<file path="src/rtl/fwd_ctrl.sv">
// Forwarding and load-use hazard controller for the 5-stage MIPS core.
// Keeps a shadow copy of destination info per stage and drives the EX operand mux3 choose codes.
module fwd_ctrl #(
   parameter int REG_BITS  = 5,
   parameter int CNT_WIDTH = 32
) (
   input  logic                 clock,
   input  logic                 reset_n,
   input  logic [REG_BITS-1:0]  id_rs,
   input  logic [REG_BITS-1:0]  id_rt,
   input  logic [REG_BITS-1:0]  id_dest,
   input  logic                 id_reg_write,
   input  logic                 id_mem_read,
   input  logic                 hold,
   input  logic                 flush,
   output logic [1:0]           fwd_a,
   output logic [1:0]           fwd_b,
   output logic                 stall,
   output logic [CNT_WIDTH-1:0] stall_count
);

   typedef logic [REG_BITS-1:0] reg_t;

   typedef enum logic [1:0] {
      SEL_REG = 2'b00,
      SEL_MEM = 2'b01,
      SEL_WB  = 2'b10
   } choose_t;

   // Shadow pipeline state
   reg_t ex_rs, ex_rt, ex_dest;
   logic ex_we, ex_load;
   reg_t mem_dest;
   logic mem_we, mem_load;
   reg_t wb_dest;
   logic wb_we;

   logic    hazard;
   logic    bubble;
   choose_t fwd_a_next, fwd_b_next;

   // Choose code for one source of the instruction about to enter EX.
   // A load in EX cannot forward yet; the hazard logic delays its consumer one cycle.
   function automatic choose_t fwd_code(input reg_t src,
                                        input reg_t exd, input logic exw, input logic exl,
                                        input reg_t memd, input logic memw);
      choose_t code;
      code = SEL_REG;
      if (src != '0) begin
         if (exw && !exl && exd == src)
            code = SEL_MEM;
         else if (memw && memd == src)
            code = SEL_WB;
      end
      return code;
   endfunction

   assign hazard = ex_load && (ex_dest != '0) && ((ex_dest == id_rs) || (ex_dest == id_rt));
   assign stall  = hazard && !flush && !hold;
   assign bubble = stall || flush;

   // NOTE: every always_comb output gets a default first so no path can infer a latch.
   always_comb begin
      fwd_a_next = SEL_REG;
      fwd_b_next = SEL_REG;
      if (!bubble) begin
         fwd_a_next = fwd_code(id_rs, ex_dest, ex_we, ex_load, mem_dest, mem_we);
         fwd_b_next = fwd_code(id_rt, ex_dest, ex_we, ex_load, mem_dest, mem_we);
      end
   end

   // NOTE: state uses non-blocking assignments so every register samples pre-edge values.
   always_ff @(posedge clock) begin
      if (!reset_n) begin
         ex_rs       <= '0;
         ex_rt       <= '0;
         ex_dest     <= '0;
         ex_we       <= 1'b0;
         ex_load     <= 1'b0;
         mem_dest    <= '0;
         mem_we      <= 1'b0;
         mem_load    <= 1'b0;
         wb_dest     <= '0;
         wb_we       <= 1'b0;
         fwd_a       <= SEL_REG;
         fwd_b       <= SEL_REG;
         stall_count <= '0;
      end else if (!hold) begin
         mem_dest <= ex_dest;
         mem_we   <= ex_we;
         mem_load <= ex_load;
         wb_dest  <= mem_dest;
         wb_we    <= mem_we;

         if (bubble) begin
            ex_rs   <= '0;
            ex_rt   <= '0;
            ex_dest <= '0;
            ex_we   <= 1'b0;
            ex_load <= 1'b0;
         end else begin
            ex_rs   <= id_rs;
            ex_rt   <= id_rt;
            ex_dest <= id_dest;
            ex_we   <= id_reg_write;
            ex_load <= id_mem_read;
         end

         fwd_a <= fwd_a_next;
         fwd_b <= fwd_b_next;

         if (stall && (stall_count != '1))
            stall_count <= stall_count + CNT_WIDTH'(1);
      end
   end

   // A registered code must name the stage its producer now sits in.
   a_fwd_a_mem : assert property (@(posedge clock) disable iff (!reset_n)
      fwd_a == SEL_MEM |-> (ex_rs != '0 && mem_we && !mem_load && mem_dest == ex_rs));
   a_fwd_b_mem : assert property (@(posedge clock) disable iff (!reset_n)
      fwd_b == SEL_MEM |-> (ex_rt != '0 && mem_we && !mem_load && mem_dest == ex_rt));
   a_fwd_a_wb : assert property (@(posedge clock) disable iff (!reset_n)
      fwd_a == SEL_WB |-> (ex_rs != '0 && wb_we && wb_dest == ex_rs));
   a_fwd_b_wb : assert property (@(posedge clock) disable iff (!reset_n)
      fwd_b == SEL_WB |-> (ex_rt != '0 && wb_we && wb_dest == ex_rt));
   a_no_code3 : assert property (@(posedge clock) disable iff (!reset_n)
      fwd_a != 2'b11 && fwd_b != 2'b11);

endmodule

</file>
<file path="config.mk">
export PLATFORM = sky130hd
export DESIGN_NAME = fwd_ctrl
export DESIGN_NICKNAME = d
export VERILOG_FILES = /design/src/rtl/fwd_ctrl.sv
export SDC_FILE = /design/constraint.sdc
export NUM_CORES = 1
export LEC_CHECK = 0
export CORE_MARGIN = 4
export CORE_UTILIZATION = 50
export CTS_BUF_LIST = sky130_fd_sc_hd__clkbuf_8 sky130_fd_sc_hd__clkbuf_16
export DETAILED_ROUTE_END_ITERATION = 12
export PLACE_DENSITY = 0.89
export SLEW_MARGIN = 30
export SYNTH_ARGS = -nofsm -noshare
export SYNTH_HDL_FRONTEND = slang
export SYNTH_SLANG_ARGS = --single-unit
</file>
<file path="constraint.sdc">
create_clock -name clock -period 3.02 [get_ports clock]
set_clock_uncertainty 0.15 [all_clocks]
set_input_delay 0.453 -clock clock [delete_from_list [all_inputs] [get_ports clock]]
set_output_delay 0.453 -clock clock [all_outputs]
set_load 0.03 [all_outputs]
</file>
==> flow_metrics.env <==
export IMPL_routed_via_density=6.128
export IMPL_diodes=0
export IMPL_antenna_found_initial=0
export IMPL_cts_sinks=49
export IMPL_min_from="fwd_b[0]"
export IMPL_finalNetCount=384
export IMPL_power_internal_uw=884.7
export IMPL_drcViolationCount=0
export IMPL_rsz0062_at_grt="no"
export IMPL_required_ps=2420
export IMPL_worstPathArrival_ps=2320
export IMPL_portBuffers=57
export IMPL_postRouteAntennaNets=0
export IMPL_seqCellArea_um2=980.9
export IMPL_grt_pass1_wl_um=11190
export IMPL_worstPathCellList="clkdlybuf4s50_1 > xor2_1 > nor3_2 > nand3_2 > a21o_1 > inv_1 > clkdlybuf4s50_1"
export IMPL_h_tree_depth=2
export IMPL_hold_class="reg -> reg"
export IMPL_multi_input_area_mm2=0.001516
export IMPL_die_y_um=79.94
export IMPL_reg2reg_depth=6
export IMPL_hold_depth=2
export IMPL_yosys_warnings=0
export IMPL_num_vias=2635
export IMPL_synth_edf_count=0
export IMPL_p_per_area_mw_per_mm2=346.7
export IMPL_clkPwrFrac_pct=35.1
export IMPL_critPathMaxStageDelay_ps=660
export IMPL_n_fill_cell=418
export IMPL_power_net_switching_uw=273.1
export IMPL_min_to="fwd_b[0]"
export IMPL_cts_root_buf="clkbuf_8"
export IMPL_syn_area_mm2=0.002587
export IMPL_clk_pin_slew_ps=90
export IMPL_combPwrFrac_pct=8.1
export IMPL_setup_viol=0
export IMPL_synth_ff_type="dfxtp_1"
export IMPL_min_period_over_period_pct=96.77
export IMPL_async_reset_ff_share_pct=0
export IMPL_fp_row_count=25
export IMPL_fin_hold_ws_ps=324.4
export IMPL_r2r_end="stall_count[17]"
export IMPL_seqPwrFrac_pct=56.8
export IMPL_cp_start_kind="input port"
export IMPL_wire_per_inst_um=15.63
export IMPL_gp_congestion=0.9201
export IMPL_syn_nets=329
export IMPL_holdBufCountCts=0
export IMPL_area_delta_synth_final_pct=29.06
export IMPL_synthCells=307
export IMPL_die_area_mm2=0.006390
export IMPL_outcome="complete, no violations"
export IMPL_ys_types=41
export IMPL_initial_core_util_pct=53.03
export IMPL_cp_max_fo=4
export IMPL_synth_seq_area_share_pct=37.91
export IMPL_grt_ovfl_total=0
export IMPL_path_common_cell="clkdlybuf4s50_1"
export IMPL_timing_rr_start="stall_count[0]"
export IMPL_synth_seq_cells=49
export IMPL_min_period_ps=2922
export IMPL_leakagePower_uw=0.001056
export IMPL_grt_pass1_vias=2399
export IMPL_fmax_ghz=0.3422
export IMPL_relSlewSlack_pct=60.34
export IMPL_worstMarginPinSlew_ps=590.3
export IMPL_wirelength_um=6723
export IMPL_ioPinCount=58
export IMPL_hold_violations=0
export IMPL_drive_above_1_share_pct=6.061
export IMPL_cap_violations=0
export IMPL_cts_tree="done"
export IMPL_grtUsageTotal_pct=21.66
export IMPL_avgSynthCellArea_um2=8.428
export IMPL_dp_hpwl_um=4891
export IMPL_core_area_mm2=0.004880
export IMPL_crit_type="in -> out"
export IMPL_switching_share_pct=23.59
export IMPL_fin_setup_tns_ps=0
export IMPL_ir_worst_vdd_uv=234.1
export IMPL_cts_resized_gates=0
export IMPL_crit_slowest_cell="clkdlybuf4s50_1"
export IMPL_firstDrtPassIters=4
export IMPL_worstSkewPairLatency_ps=300
export IMPL_drt_first_iter_violations=202
export IMPL_cts_buffers=5
export IMPL_fp_dieW_um=79.94
export IMPL_clockBufferDepth=2
export IMPL_critPathCaptureType="output port"
export IMPL_r2r_setup_slack_ps=480
export IMPL_post_cts_buffers=0
export IMPL_grt_max_degree=40
export IMPL_slew_viol_final=0
## stage by stage
| step | total power, uW | cells | setup WS, ps | area, um2 | utilization (%) |
|---|---|---|---|---|---|
| floorplan | 716.3 | 307 | 734.6 | 2587 | - |
| global placement | 762.2 | 422 | 106.9 | 3243 | 66.46 |
| detailed placement | 765.3 | 422 | 82.78 | 3243 | 66.46 |
| CTS | 1167 | 430 | 84.07 | 3339 | 68.44 |
| global route | 1205 | 430 | 2.924 | 3339 | 68.44 |
| finish | 1158 | 430 | 97.52 | 3339 | 68.44 |
## kinds of logic (layout without fill, tap and decap cells)
family          count (synthesis)  count (layout)  synth area share, %
fa+ha+maj                       1               1               0.4835
simple gates                  130             130                28.97
buf+inv                        22              78                3.482
compound gates                 77              77                19.29
mux                             8               8                3.095
xor+xnor                       20              20                6.770
flops                          49              49                37.91
## worst max-delay path: cells and delay by family
kind                      cells  cell delay [ps]
AOI/OAI and AO/OA             1              210
xor gates and xnor gates      1              170
buffers and inverters         3             1180
and+or+nand+nor               2              300
## registers in the layout, summed over array words and instances (netlist names)
| name | count |
|---|---|
| ex_we | 1 |
| ex_load | 1 |
| stall_count | 32 |
| mem_we | 1 |
| mem_dest | 5 |
| fwd_a | 2 |
| fwd_b | 2 |
| ex_dest | 5 |
## cells in the final DEF (no fill, tap or decap), types with 3 or more instances in the layout
master	count
and2_1	3
clkdlybuf4s50_1	57
o21ai_0	20
o31a_1	4
inv_1	5
nand4_1	14
nand3_1	15
nor4_1	8
nand2b_1	5
a32oi_1	7
nor3_2	3
and3_1	5
and4_1	4
or4_1	9
o21a_1	3
o31ai_1	6
a21oi_1	25
or3_1	20
dfxtp_1	49
nand2_1	19
xnor2_1	8
buf_4	7
xor2_1	12
nor2_1	16
clkbuf_8	6
mux2i_1	8
nor3_1	4
## power groups by stage
stage	sequential (uW)	clock, uW	combinational (uW)
finish	658	407	93.4
global route	659	446	100
floorplan	671	0	45.6
CTS	658	416	93.1
detailed placement	673	0	92.5
global placement	673	0	89.6
## Yosys cell counts, drive strengths merged (2+ instances only)
cell	n	share of area (%)
a32oi	7	2.4
nor4	8	1.9
nand4	14	3.4
buf	8	1.5
nor2	17	2.8
and3	5	1.2
dfxtp	49	38
nor3	7	1.9
nand3	16	3.3
a32o	2	0.77
o311ai	2	0.68
or4	9	2.6
o31a	4	1.4
o21ai	20	3.9
o31ai	6	1.7
or3	20	4.8
nand2b	5	1.2
clkbuf	9	1.3
a21oi	25	4.8
xnor2	8	2.7
xor2	12	4.1
and4	4	1.4
o41ai	2	0.68
nand2	19	2.8
mux2i	8	3.1
inv	5	0.73
o21a	3	0.87
o2111a	2	0.87
and2	3	0.73
## how the worst max path moves through the flow
stage	from	slack, ps	cells past startpoint	end
detailed placement	id_rt[3]	80	7	stall
floorplan	ex_dest[1]	730	6	stall
global route	id_rs[1]	3	7	stall
CTS	id_rs[1]	80	7	stall
global placement	id_rt[3]	110	7	stall
finish	id_rt[3]	100	7	stall
## per-layer routing
layer  vias up  GRT usage (%)  share of wire, %
li1       1273              -                 -
met1      1254          28.58                44
met2        96          35.02                48
met3        12          4.853               6.4
met4         0          6.757               1.5
met5         -              0                 0
## final cells by class
| cell class | count | area share, % |
|---|---|---|
| timing repair buffer | 65 | 19.26 |
| inverter | 5 | 0.5620 |
| tap | 67 | 2.510 |
| clock buffer | 6 | 2.473 |
| sequential | 49 | 29.37 |
| clock inverter | 2 | 0.4121 |
| multi-input combinational | 236 | 45.41 |
(Power assumes the default switching activity.)
